[src/rtl/debounced_edge_capture.sv]
`default_nettype none
// ============================================================================
// Module   : debounced_edge_capture
// Purpose  : Synchronizes an asynchronous level input, debounces it, and
//            records committed edges. Produces one-cycle rise/fall pulses,
//            sticky rise/fall flags and a saturating event counter. An
//            optional saturating glitch counter counts aborted transitions.
// Options  : GLITCH_MONITOR_EN - when defined, glitch_count counts aborted
//            transitions; otherwise glitch_count is tied to zero.
// Ports    : clk          system clock, all state updates on posedge
//            reset        synchronous active-high reset
//            din          asynchronous raw input
//            clr          synchronous clear of counters and sticky flags
//            level        debounced level
//            rise_pulse   one-cycle pulse on a committed 0->1
//            fall_pulse   one-cycle pulse on a committed 1->0
//            rise_seen    sticky: a rise occurred since the last clear
//            fall_seen    sticky: a fall occurred since the last clear
//            event_count  committed edges, saturating [CNT_W]
//            glitch_count aborted transitions, saturating [CNT_W]
// Revision : 1.0 - initial release
// ============================================================================
module debounced_edge_capture #(
  parameter int SYNC_STAGES     = 2,
  parameter int DEBOUNCE_CYCLES = 4,
  parameter int CNT_W           = 8
) (
  input  logic             clk,
  input  logic             reset,
  input  logic             din,
  input  logic             clr,
  output logic             level,
  output logic             rise_pulse,
  output logic             fall_pulse,
  output logic             rise_seen,
  output logic             fall_seen,
  output logic [CNT_W-1:0] event_count,
  output logic [CNT_W-1:0] glitch_count
);

  localparam int                c_DCW      = $clog2(DEBOUNCE_CYCLES + 1);
  localparam logic [c_DCW-1:0]  c_CNT_LAST = c_DCW'(DEBOUNCE_CYCLES - 1);
  localparam logic [c_DCW-1:0]  c_CNT_ONE  = c_DCW'(1);
  localparam logic [CNT_W-1:0]  c_SAT      = {CNT_W{1'b1}};
  localparam logic [CNT_W-1:0]  c_ONE      = CNT_W'(1);

  typedef enum logic [1:0] {
    ST_STABLE_LO = 2'd0,
    ST_WAIT_HI   = 2'd1,
    ST_STABLE_HI = 2'd2,
    ST_WAIT_LO   = 2'd3
  } state_t;

  logic [SYNC_STAGES-1:0] r_sync;
  logic                   w_s;
  state_t                 r_state;
  state_t                 w_state_nxt;
  logic [c_DCW-1:0]       r_cnt;
  logic [c_DCW-1:0]       w_cnt_nxt;
  logic                   w_commit_rise;
  logic                   w_commit_fall;
  logic                   w_commit;

  // --------------------------------------------------------------------------
  // Synchronizer: din feeds only the first flop of this chain.
  // --------------------------------------------------------------------------
  always_ff @(posedge clk) begin
    if (reset) begin
      r_sync <= '0;
    end else begin
      r_sync <= {r_sync[SYNC_STAGES-2:0], din};
    end
  end

  assign w_s = r_sync[SYNC_STAGES-1];

  // --------------------------------------------------------------------------
  // Debounce FSM
  // --------------------------------------------------------------------------
  always_ff @(posedge clk) begin
    if (reset) begin
      r_state <= ST_STABLE_LO;
      r_cnt   <= '0;
    end else begin
      r_state <= w_state_nxt;
      r_cnt   <= w_cnt_nxt;
    end
  end

  // The counter holds the number of agreeing samples seen so far; the
  // sample that enters a WAIT state is the first of them, so the commit
  // happens when the DEBOUNCE_CYCLES-th agreeing sample arrives.
  always_comb begin
    w_state_nxt   = r_state;
    w_cnt_nxt     = r_cnt;
    w_commit_rise = 1'b0;
    w_commit_fall = 1'b0;
    case (r_state)
      ST_STABLE_LO: begin
        if (w_s) begin
          if (DEBOUNCE_CYCLES == 1) begin
            w_state_nxt   = ST_STABLE_HI;
            w_cnt_nxt     = '0;
            w_commit_rise = 1'b1;
          end else begin
            w_state_nxt = ST_WAIT_HI;
            w_cnt_nxt   = c_CNT_ONE;
          end
        end
      end
      ST_WAIT_HI: begin
        if (!w_s) begin
          w_state_nxt = ST_STABLE_LO;
          w_cnt_nxt   = '0;
        end else if (r_cnt == c_CNT_LAST) begin
          w_state_nxt   = ST_STABLE_HI;
          w_cnt_nxt     = '0;
          w_commit_rise = 1'b1;
        end else begin
          w_cnt_nxt = r_cnt + c_CNT_ONE;
        end
      end
      ST_STABLE_HI: begin
        if (!w_s) begin
          if (DEBOUNCE_CYCLES == 1) begin
            w_state_nxt   = ST_STABLE_LO;
            w_cnt_nxt     = '0;
            w_commit_fall = 1'b1;
          end else begin
            w_state_nxt = ST_WAIT_LO;
            w_cnt_nxt   = c_CNT_ONE;
          end
        end
      end
      ST_WAIT_LO: begin
        if (w_s) begin
          w_state_nxt = ST_STABLE_HI;
          w_cnt_nxt   = '0;
        end else if (r_cnt == c_CNT_LAST) begin
          w_state_nxt   = ST_STABLE_LO;
          w_cnt_nxt     = '0;
          w_commit_fall = 1'b1;
        end else begin
          w_cnt_nxt = r_cnt + c_CNT_ONE;
        end
      end
      default: begin
        w_state_nxt = ST_STABLE_LO;
        w_cnt_nxt   = '0;
      end
    endcase
  end

  assign w_commit = w_commit_rise | w_commit_fall;

  // --------------------------------------------------------------------------
  // Registered level and pulses (unaffected by clr)
  // --------------------------------------------------------------------------
  always_ff @(posedge clk) begin
    if (reset) begin
      level      <= 1'b0;
      rise_pulse <= 1'b0;
      fall_pulse <= 1'b0;
    end else begin
      if (w_commit_rise) begin
        level <= 1'b1;
      end else if (w_commit_fall) begin
        level <= 1'b0;
      end
      rise_pulse <= w_commit_rise;
      fall_pulse <= w_commit_fall;
    end
  end

  // --------------------------------------------------------------------------
  // Sticky flags and event counter. A commit coincident with clr survives
  // the clear, so clr loads the commit itself rather than zero.
  // --------------------------------------------------------------------------
  always_ff @(posedge clk) begin
    if (reset) begin
      rise_seen   <= 1'b0;
      fall_seen   <= 1'b0;
      event_count <= '0;
    end else if (clr) begin
      rise_seen   <= w_commit_rise;
      fall_seen   <= w_commit_fall;
      event_count <= CNT_W'(w_commit);
    end else begin
      rise_seen <= rise_seen | w_commit_rise;
      fall_seen <= fall_seen | w_commit_fall;
      if (w_commit && (event_count != c_SAT)) begin
        event_count <= event_count + c_ONE;
      end
    end
  end

  // --------------------------------------------------------------------------
  // Optional glitch monitor
  // --------------------------------------------------------------------------
`ifdef GLITCH_MONITOR_EN
  logic w_abort;

  assign w_abort = ((r_state == ST_WAIT_HI) && !w_s) ||
                   ((r_state == ST_WAIT_LO) &&  w_s);

  always_ff @(posedge clk) begin
    if (reset) begin
      glitch_count <= '0;
    end else if (clr) begin
      glitch_count <= CNT_W'(w_abort);
    end else if (w_abort && (glitch_count != c_SAT)) begin
      glitch_count <= glitch_count + c_ONE;
    end
  end
`else
  assign glitch_count = '0;
`endif

endmodule
`default_nettype wire

[config.mk]
export PLATFORM = sky130hd
export DESIGN_NAME = debounced_edge_capture
export DESIGN_NICKNAME = d
export VERILOG_FILES = /design/src/rtl/debounced_edge_capture.sv
export SDC_FILE = /design/constraint.sdc
export NUM_CORES = 1
export LEC_CHECK = 0
export ABC_AREA = 1
export BUFFER_PORTS_ARGS = -buffer_cell sky130_fd_sc_hd__buf_4
export CAP_MARGIN = 20
export CORE_MARGIN = 1
export CORE_UTILIZATION = 25
export CTS_CLUSTER_SIZE = 14
export DETAILED_ROUTE_END_ITERATION = 6
export MAX_ROUTING_LAYER = met4
export PLACE_DENSITY = 0.5
export SLEW_MARGIN = 30
export SYNTH_ARGS = -nofsm -noshare
export SYNTH_HDL_FRONTEND = slang
export SYNTH_SLANG_ARGS = --single-unit
export TNS_END_PERCENT = 20
[constraint.sdc]
create_clock -name clk -period 2.7 [get_ports clk]
set_clock_uncertainty 0.15 [all_clocks]
set_input_delay 0.405 -clock clk [delete_from_list [all_inputs] [get_ports clk]]
set_output_delay 0.405 -clock clk [all_outputs]
set_load 0.1 [all_outputs]
* After elaboration in Yosys (flattened, before gate mapping)
Index checks and enable logic that the tools add are counted.
Widths: inputs -> output; s select.
** Cells by class
- $add $sub $neg :: 2
- Equal/unequal tests :: 9
- Mux-type cells :: 24
- Bitwise operators :: 3
- Reductions and logical operators :: 7
** Operators with widths (count)
- $mux 3 :: 5
- $mux 2 :: 6
- $pmux 3 s4 :: 1
- $mux 1 :: 11
- $add 8x1->8 const B :: 1
- $ne 8x8->1 const B :: 1
- $pmux 2 s4 :: 1
- $ne 3x3->1 const B :: 2
- $eq 2x2->1 const B :: 2
- $ne 2x2->1 const B :: 2
- $reduce_and 4->1 :: 1
- $reduce_bool 2->1 :: 2
- $add 3x1->3 const B :: 1
- $eq 3x2->1 const B :: 1
- $or 1x1->1 :: 3
- $eq 2x1->1 const B :: 1
- $logic_not 2->1 :: 1
- $reduce_and 2->1 :: 1
- $reduce_or 2->1 :: 1
- $logic_and 1x1->1 :: 1
** Word-level totals
- Bits in registers :: 20
- Bits of input ports :: 4

* Depth between registers and ports, before layout
- Depth after elaboration :: 8
- Depth in mapped cells :: 8
- Depth with buffers taken out :: 8

* Worst setup path after synthesis
OpenSTA, ideal clock, no wires.
- Kind :: register to register
- Start point :: register event_count[1]
- End point :: register event_count[4]
- Setup time :: 0.120 ns
- Arrival time :: 1.950 ns
- Data required time :: 2.430 ns
- Slack :: 0.481 ns
- Stages on the path, launching flop included :: 9
- Clock period less this slack :: 2.219 ns
- Cells stage by stage :: dfxtp_1 > ha_1 > nand2_1 > nor2_2 > nand2_2 > nand2_4 > clkinv_2 > nand2_1 > a21oi_1
** On the way
- Longest elaborated chain between the ends :: 2
- Elaborated cells between the ends (all ways) :: 3
- Classes of those cells :: 1 x add/sub; 1 x eq/ne; 1 x reduce/logical
** Ends and longest elaborated chain
- start: declaration :: RTL line 37 : output logic [CNT_W-1:0] event_count,
- start signal: assignment :: RTL line 187 : event_count <= CNT_W'(w_commit);
- start signal: assignment :: RTL line 192 : event_count <= event_count + c_ONE;
- parallel branches: the longest is 2 deep, another holds $add 8x1->8
Several ways; the timed one is not identified.
A chain may end at the register's enable or synchronous reset.

* Final worst setup path
- Start point :: register event_count[4]
- End point :: output port event_count[4]
No word-level cell between the ends.

==> run_results.csv <==
group,metric,value,unit
status,status,"completed",
synthesis,netlist_instances,137,
place,place.gp.congestion,0.862,
layout,n_antenna_cell,0,
floorplanning,fp.dieW,65.0,µm
critical_path,worstPathRequired,2.14,ns
sta,fmax,626,MHz
critical_path,critPathMaxFanout,6,
global_route,grtUsageTotal,10.7,%
routing,vias_per_cell,4.27,
sta,report.final.slew_viol_count,0,
cts,cts_tree,"yes",
cts,cts-root-buf,"clkbuf_8",
power_and_ir_drop,p_sw,0.158,mW
power_and_ir_drop,leakage,0.524,nW
place,dp_slack,1.17,ns
cts,cts_max_level,1,
layout,area_delta_synth_final,18.5,%
critical_path,cp-end-kind,"output pin",
critical_path,arrival,1.04,ns
global_route,grt_pass1_wl,3.44,mm
power_and_ir_drop,power.share.combinational,11.5,%
global_route,grt_overflow,0,
cts,cts_sinks,20,
sta,hold_viol,0,
floorplanning,rows,22,
layout,layout_commonest_cell,"nand2_1",
critical_path,cpLargestDelayFamily,"flip-flops",
layout,num-nets-final,162,
sta,min_period,1.60,ns
floorplanning,die_area,4230,µm²
synthesis,syn_area,993,µm²
global_route,antenna_found_initial,0,
layout,fillerInstances,408,
global_route,grt_pass1_vias,772,
cts,clockBufferDepth,2,
synthesis,ys_seq_elements,20,
critical_path,critPathKind,"register to output pin",
power_and_ir_drop,power_frac_seq,53.5,%
routing,num_vias,862,
floorplanning,fp.coreArea,3740,µm²
synthesis,ys.warnings.count,0,
global_route,grt_max_degree,12,
cts,numCtsBuffers,3,
routing,drcViolationCount,0,
synthesis,syn-mean-instance-area,7.25,µm²
critical_path,ff2ff_path_depth,8,
sta,grt_setup_unrepaired,"false",
critical_path,critPathMaxStageDelay,0.45,ns
place,port_buffers,16,
routing,drt-total-wl,1.96,mm
worst_hold_path,hold_class,"input pin to register",
place,placed_cells_incl_taps,199,
critical_path,crit_buf_inv,1,
floorplanning,ios,25,
sta,holdWs,0.199,ns
sta,setup_viol,0,
synthesis,synth_cell_type_count,22,
run,max_cap_violations,0,
power_and_ir_drop,netSwitchingFraction,28.2,%
cts,clk-insertion-delay-late,0.26,ns
critical_path,crit_slowest_cell,"dfxtp_1",
critical_path,worstPathCellList,"buf_4",
cts,cts.repair_timing.setup_buffer_count,0,
routing,drt_iter0_markers,54,
floorplanning,start_util,26.5,%
power_and_ir_drop,power_density,476,nW/µm²
routing,wl_per_cell,9.72,µm
worst_hold_path,worstHoldPathCells,3,
cts,cts_resized,0,
floorplanning,die_h,65.0,µm
layout,stdcell_count,202,
layout,most-common-layout-cells,"33 x nand2_1, 20 x dfxtp_1, 16 x inv_1, 16 x buf_4, 13 x nor2_1",
power_and_ir_drop,vdd_drop_max,0.145,mV
synthesis,synth-seq-area-share,40.3,%
sta,tns,0,ns
critical_path,crit_path_start_kind,"register",
critical_path,crit_cells,1,
power_and_ir_drop,intPower,0.402,mW
power_and_ir_drop,p_clk_share,35.0,%
sta,worst_slack,1.10,ns
cts,clk_pin_slew,0.08,ns
place,post-dp-hpwl,1.46,mm
routing,antenna_left,0,
sta,final.period_utilization,59.2,%
cts,cts_hold_buf,0,
layout,layout-drive-gt1-share,18.2,%
layout,post-route-util,31.5,%
routing,dr.pass1.iters,4,
sequential cells by signal, indices dropped and copies added, names as in the netlist, named ones only:
signal	count
level	1
r_state	1
event_count	8
r_cnt	3
rise_pulse	1
fall_seen	1
fall_pulse	1
rise_seen	1
r_sync	2
power by group through the flow:
stage	clock, mW	combinational [mW]	sequential, mW
after floorplan	0	0.0670	0.306
after global placement	0	0.0640	0.306
after detailed placement	0	0.0643	0.307
after CTS	0.204	0.0643	0.300
after global routing	0.213	0.0678	0.300
final	0.196	0.0645	0.300
metrics by stage:
step / area, µm² / power, mW
2_1_floorplan: 1020 / 0.373
3_3_place_gp: 1140 / 0.370
3_5_place_dp: 1140 / 0.371
4_1_cts: 1180 / 0.568
5_1_grt: 1180 / 0.581
6_report: 1180 / 0.561
per-layer routing:
metal | routed length [µm] | up-vias | GRT usage (%)
li1 | - | 452 | -
met4 | 31 | 0 | 4.08
met2 | 896 | 24 | 16.5
met3 | 71 | 4 | 2.11
met1 | 964 | 382 | 13.6
met5 | 0 | - | -
kinds of logic (layout without fill, tap and decap cells):
kind of cell,Yosys count,count (layout),synth area share (%)
adders and majority gates,2,2,2.52
xor gates and xnor gates,3,3,2.65
buffers and inverters,27,37,13.3
other,1,8,0.377
AOI/OAI and AO/OA,17,17,8.56
and+or+nand+nor,67,67,32.2
DFF,20,20,40.3
cell type report:
cell class | instances | area [µm²] | share of cell area (%)
timing repair buffer | 16 | 120 | 10.2
tap | 48 | 60.1 | 5.10
clock buffer | 3 | 41.3 | 3.51
inverter | 18 | 68.8 | 5.84
multi-input combinational | 97 | 487 | 41.3
sequential | 20 | 400 | 34.0
worst paths after layout:
path	startpoint	to	slack, ns
worst max-delay path	event_count[4]	event_count[4]	1.10
worst min-delay path	din	r_sync[0]	0.20
worst max register to register	event_count[1]	event_count[7]	1.15
worst min register to register	r_sync[0]	r_sync[1]	0.25
cell usage after synthesis (all sizes together):
cell	count	area, µm²
nand2	36	148
dfxtp	20	400
inv	17	63.8
nor2	15	75.1
a21oi	10	50.1
nand3	10	62.6
buf	8	60.1
o21ai	7	35.0
nand4	3	18.8
xor2	3	26.3
ha	2	25.0
nor3	2	10.0
clkbuf	1	3.75
clkinv	1	5.00
conb	1	3.75
or2	1	6.26
(Power assumes the default switching activity.)
